$ cat src/rtl/fetch_sequencer_pkg.sv
`default_nettype none
// ============================================================================
//  Module      : fetch_sequencer_pkg
//  Description : Shared types and constants for the fetch sequencer: address
//                width, jump opcode and the fetch state encoding.
//  Revision    : 1.0 - initial release
// ============================================================================
package fetch_sequencer_pkg;

    localparam int ADDR_W = 8;

    // Opcode that the fetch stage consumes itself (unconditional jump)
    localparam logic [1:0] OP_JUMP = 2'b11;

    typedef enum logic [1:0] {
        BOOT  = 2'd0,
        RUN   = 2'd1,
        STALL = 2'd2,
        HALT  = 2'd3
    } fetch_state_t;

    // Increment that sticks at the all-ones value instead of wrapping
    function automatic logic [7:0] sat_inc8(input logic [7:0] value);
        return (value == 8'hFF) ? value : value + 8'd1;
    endfunction

endpackage
`default_nettype wire

$ cat src/rtl/fetch_sequencer_pc_register.sv
`default_nettype none
// ============================================================================
//  Module      : pc_register
//  Description : Program counter. Load has priority over increment; when
//                neither load nor advance is requested the value is held.
//  Revision    : 1.0 - initial release
// ============================================================================
module pc_register
    import fetch_sequencer_pkg::*;
(
    input  logic              clk,
    input  logic              reset,
    input  logic              hold_i,
    input  logic              load_i,
    input  logic [ADDR_W-1:0] load_addr_i,
    output logic [ADDR_W-1:0] pc_o
);

    logic [ADDR_W-1:0] pc_q;

    // PC update: reset, then load, then increment unless held (wraps naturally)
    always_ff @(posedge clk) begin
        if (reset) begin
            pc_q <= '0;
        end else if (load_i) begin
            pc_q <= load_addr_i;
        end else if (!hold_i) begin
            pc_q <= pc_q + ADDR_W'(1);
        end
    end

    assign pc_o = pc_q;

endmodule
`default_nettype wire

$ cat src/rtl/fetch_sequencer.sv
`default_nettype none
// ============================================================================
//  Module      : fetch_sequencer
//  Description : Program-counter and fetch controller. Resolves jumps in
//                fetch, honours hazard stalls and execute redirects, fills
//                the IF/ID register and halts at END_ADDR.
//  Revision    : 1.0 - initial release
// ============================================================================
module fetch_sequencer
    import fetch_sequencer_pkg::*;
#(
    parameter logic [ADDR_W-1:0] END_ADDR    = 8'd7,
    // Boot idle cycles; only the low 8 bits are used by the boot counter
    parameter int unsigned       BOOT_CYCLES = 1
) (
    input  logic              clk,
    input  logic              reset,
    input  logic              stall,
    input  logic              redirect,
    input  logic [ADDR_W-1:0] redirect_address,
    input  logic [1:0]        opcode,
    input  logic [ADDR_W-1:0] jump_address,
    output logic [ADDR_W-1:0] instruction_address,
    output logic              if_id_valid,
    output logic [ADDR_W-1:0] if_id_pc,
    output logic              halted,
    output logic [7:0]        fetch_count
);

    localparam logic [7:0] BOOT_LIMIT = BOOT_CYCLES[7:0];

    fetch_state_t      state_q, state_d;
    logic              valid_q, valid_d;
    logic [ADDR_W-1:0] ifid_pc_q, ifid_pc_d;
    logic              halted_q, halted_d;
    logic [7:0]        count_q, count_d;
    logic [7:0]        boot_q, boot_d;

    logic              pc_hold;
    logic              pc_load;
    logic [ADDR_W-1:0] pc_target;
    logic [ADDR_W-1:0] pc;

    pc_register u_pc (
        .clk         (clk),
        .reset       (reset),
        .hold_i      (pc_hold),
        .load_i      (pc_load),
        .load_addr_i (pc_target),
        .pc_o        (pc)
    );

    // Next-state, next-PC selection and IF/ID update in priority order
    always_comb begin
        state_d   = state_q;
        valid_d   = valid_q;
        ifid_pc_d = ifid_pc_q;
        count_d   = count_q;
        boot_d    = boot_q;
        pc_hold   = 1'b1;
        pc_load   = 1'b0;
        pc_target = '0;

        unique case (state_q)
            BOOT: begin
                // Instruction memory settles here; PC stays at 0
                valid_d = 1'b0;
                boot_d  = boot_q + 8'd1;
                if ((boot_q + 8'd1) >= BOOT_LIMIT) begin
                    state_d = RUN;
                end
            end
            RUN, STALL: begin
                if (redirect) begin
                    // Late redirect wins over everything, including stall
                    pc_load   = 1'b1;
                    pc_target = redirect_address;
                    valid_d   = 1'b0;
                    state_d   = RUN;
                end else if (stall) begin
                    state_d = STALL;
                end else if (pc == END_ADDR) begin
                    // END_ADDR itself is never delivered
                    valid_d = 1'b0;
                    state_d = HALT;
                end else if (opcode == OP_JUMP) begin
                    // Jump is consumed here and leaves a bubble behind it
                    pc_load   = 1'b1;
                    pc_target = jump_address;
                    valid_d   = 1'b0;
                    state_d   = RUN;
                end else begin
                    valid_d   = 1'b1;
                    ifid_pc_d = pc;
                    pc_hold   = 1'b0;
                    count_d   = sat_inc8(count_q);
                    state_d   = RUN;
                end
            end
            HALT: begin
                valid_d = 1'b0;
            end
            default: begin
                state_d = BOOT;
            end
        endcase

        halted_d = (state_d == HALT);
    end

    // State and output registers
    always_ff @(posedge clk) begin
        if (reset) begin
            state_q   <= BOOT;
            valid_q   <= 1'b0;
            ifid_pc_q <= '0;
            halted_q  <= 1'b0;
            count_q   <= 8'd0;
            boot_q    <= 8'd0;
        end else begin
            state_q   <= state_d;
            valid_q   <= valid_d;
            ifid_pc_q <= ifid_pc_d;
            halted_q  <= halted_d;
            count_q   <= count_d;
            boot_q    <= boot_d;
        end
    end

    assign instruction_address = pc;
    assign if_id_valid         = valid_q;
    assign if_id_pc            = ifid_pc_q;
    assign halted              = halted_q;
    assign fetch_count         = count_q;

endmodule
`default_nettype wire

$ cat config.mk
export PLATFORM = sky130hd
export DESIGN_NAME = fetch_sequencer
export DESIGN_NICKNAME = d
export VERILOG_FILES = /design/src/rtl/fetch_sequencer_pkg.sv /design/src/rtl/fetch_sequencer_pc_register.sv /design/src/rtl/fetch_sequencer.sv
export SDC_FILE = /design/constraint.sdc
export NUM_CORES = 1
export LEC_CHECK = 0
export ABC_AREA = 1
export BUFFER_PORTS_ARGS = -buffer_cell sky130_fd_sc_hd__buf_2
export CAP_MARGIN = 20
export CELL_PAD_IN_SITES_DETAIL_PLACEMENT = 1
export CELL_PAD_IN_SITES_GLOBAL_PLACEMENT = 1
export CORE_ASPECT_RATIO = 0.6
export CORE_MARGIN = 3
export CORE_UTILIZATION = 37
export DETAILED_ROUTE_END_ITERATION = 8
export GPL_TIMING_DRIVEN = 1
export HOLD_SLACK_MARGIN = 0.15
export PLACE_DENSITY_LB_ADDON = 0.25
export REMOVE_ABC_BUFFERS = 1
export SYNTH_ARGS = -nofsm -noshare
export SYNTH_HDL_FRONTEND = slang
export SYNTH_SLANG_ARGS = --single-unit
$ cat constraint.sdc
create_clock -name clk -period 2.2 [get_ports clk]
set_input_delay 0.22 -clock clk [delete_from_list [all_inputs] [get_ports clk]]
set_output_delay 0.22 -clock clk [all_outputs]
set_load 0.005 [all_outputs]
==> flow_summary.toml <==
[final_layout]
drive_gt1_share_pct = 22.5
ff_latch_area_sq_um = 721
diodes = 0
stdcell_area_sq_um = 2500
nFillCells = 707
multi_input_area_sq_um = 1130
nNetsFinal = 373
syn2layout_area_growth_pct = 22.0

[drt]
drtPass1Iterations = 4
via_per_inst = 5.07
ant_nets = 0
wl_met3_um = 250
met1_length_um = 3170
wl_met2_um = 2650
post-route-drc-count = 0
drtIter0Drc = 61
routedWlPerCell_um = 14.8
totalWireLength_um = 6090
top_layer = "met4"
vias = 2089

[critical_path]
critical_path_class = "flip-flop to flip-flop"
path_max_fanout = 20
critPathCaptureType = "flip-flop"
worst_ep_arrival_time_ns = 2.18
critPathLaunchType = "flip-flop"
required_ns = 2.39

[synthesis]
yosysTopAreaCell = "dfxtp_1"
yosysTopAreaCellShare_pct = 35.2
yosys_warnings = 0
netlist_area_sq_um = 2050
synth_area_leaders = "dfxtp_1 35%, nand2_1 14%, a21oi_1 6.6%"
syn_avg_cell_area_sq_um = 6.92
synth_seq_cells = 36
yosysSeqAreaShare_pct = 35.2
yosys.cell_types.count = 32
netlist_instances = 296

[floorplan]
rows = 20
io_pins = 48
start_util_pct = 39.4
die_h_um = 63.6
placeableCoreArea_sq_um = 5200
design.die.area_sq_um = 6490
fp.dieW_um = 102

[clock_network]
holdBufCountCts = 0
cts_tree = "done"
clock_sinks = 36
cts_resized = 0
htreeDepth = 2
cts.clk_slew.worst_paths_ns = 0.08
clock_path_buffers = 2
numCtsBuffers = 5
cts_root_buffer = "clkbuf_8"
post_cts_buffers = 0
clk_latency_ns = 0.29

[timing]
worst_slew_pin_slew_ns = 0.525
rsz0062_at_grt = "no"
min_period_ns = 1.98
drv_slew = 0
skew_ns = 0.00732
max_slew_margin_pct = 65.0
hold_viol = 0
tns_ns = 0
final.period_utilization_pct = 90.1
max_freq_ghz = 0.504
finalSetupViolCount = 0

[global_routing]
grt_start_max_net_pins = 21
antenna_found_initial = 0
grt_pass1_vias = 2043
grt_pass1_wl_um = 9940
grt-ovfl-total = 0
grt_usage_pct = 19.4

[placed_design]
place_area_sq_um = 2340
io_buffer_count = 47
hpwl_um = 4630
place_congestion = 0.816

[power_and_ir_drop]
p_leak_nw = 1.15
power_density_nw_per_um2 = 748
peakVddDrop_mv = 0.307

[outcome]
status = "completed"

[flow_run]
maxCapViolations = 0

[min_path]
min_path_type = "input pin to flip-flop"
==> worst max-delay path: stages, from the launching register on <==
cell,delay [ns]
dfxtp_1,0.37
inv_1,0.08
ha_1,0.30
nand2_1,0.09
nor2_4,0.20
nand2_8,0.14
inv_4,0.21
nand2_2,0.13
nor2_1,0.17
nand2_1,0.08
nand2_1,0.06
nor2_1,0.04
==> state kept, by name (all words and copies together) (netlist names) <==
signal       count
state_q          2
boot_q           8
if_id_pc         8
halted           1
fetch_count      8
u_pc.pc_o        8
if_id_valid      1
==> cells by family (layout without fill, tap and decap cells) <==
kind of cell    count (synthesis)  after routing  synth area share [%]
simple gates                  148            148                  33.3
buf+inv                        42             92                  9.41
compound gates                 55             55                  14.6
fa+ha+maj                       6              6                  3.67
flops                          36             36                  35.2
xor+xnor                        9              9                  3.85
==> layer usage <==
| layer | up-vias | track usage, % |
|---|---|---|
| met1 | 976 | 29.5 |
| li1 | 1064 | - |
| met2 | 45 | 27.9 |
| met3 | 4 | 4.54 |
| met4 | 0 | 2.95 |
| met5 | - | 0 |
==> area by class of cell <==
class                      instances  share of cell area [%]
multi-input combinational        218                    45.4
sequential                        36                    28.8
timing repair buffer              53                    11.2
inverter                          31                    4.86
clock inverter                     3                    3.61
tap                               66                    3.30
clock buffer                       5                    2.75
==> Yosys cell counts, drive strengths merged <==
| master | count |
|---|---|
| clkbuf | 4 |
| nand3 | 24 |
| clkinv | 1 |
| xor2 | 6 |
| buf | 7 |
| inv | 30 |
| a211oi | 1 |
| a31oi | 3 |
| nand4 | 8 |
| o211ai | 2 |
| a21oi | 28 |
| o21ai | 20 |
| o21bai | 1 |
| xnor2 | 3 |
| nand2 | 83 |
| ha | 6 |
| dfxtp | 36 |
| nor3 | 6 |
| nor2 | 27 |
==> cell usage in the layout, fill, tap and decap left out, drive strengths merged, types with 5 or more instances in the layout <==
cell type  count
ha             6
nand2         83
nor2          27
inv           30
buf           53
clkbuf         5
nor3           6
a21oi         28
nand4          8
xor2           6
nand3         24
dfxtp         36
o21ai         20
==> worst paths after layout <==
| kind | endpoint | start | depth (start not counted) | slack (ns) |
|---|---|---|---|---|
| setup / recovery | fetch_count[3] | state_q[1] | 11 | 0.22 |
| hold / removal | u_pc.pc_o[0] | redirect_address[0] | 3 | 0.21 |
| setup reg to reg | fetch_count[3] | state_q[1] | 11 | 0.22 |
| hold reg to reg | if_id_pc[4] | if_id_pc[4] | 2 | 0.47 |
==> through the flow <==
| step | instances | setup WS, ns | power, mW | hold WS (ns) | util (%) |
|---|---|---|---|---|---|
| floorplan | 285 | 0.384 | 0.941 | 0.282 | - |
| global placement | 404 | 0.386 | 1.06 | 0.462 | 45.0 |
| detailed placement | 404 | 0.294 | 1.07 | 0.460 | 45.0 |
| CTS | 412 | 0.212 | 1.89 | 0.197 | 48.0 |
| global route | 412 | 0.0415 | 1.97 | 0.238 | 48.0 |
| finish | 412 | 0.217 | 1.87 | 0.206 | 48.0 |
==> report_power, final <==
part	switching [mW]	total (mW)	internal [mW]
Sequential	0.0499	0.747	0.697
Clock	0.247	0.814	0.567
Combinational	0.191	0.310	0.118
Total	0.488	1.87	1.38
No activity file was read; power rests on OpenSTA's default activity.
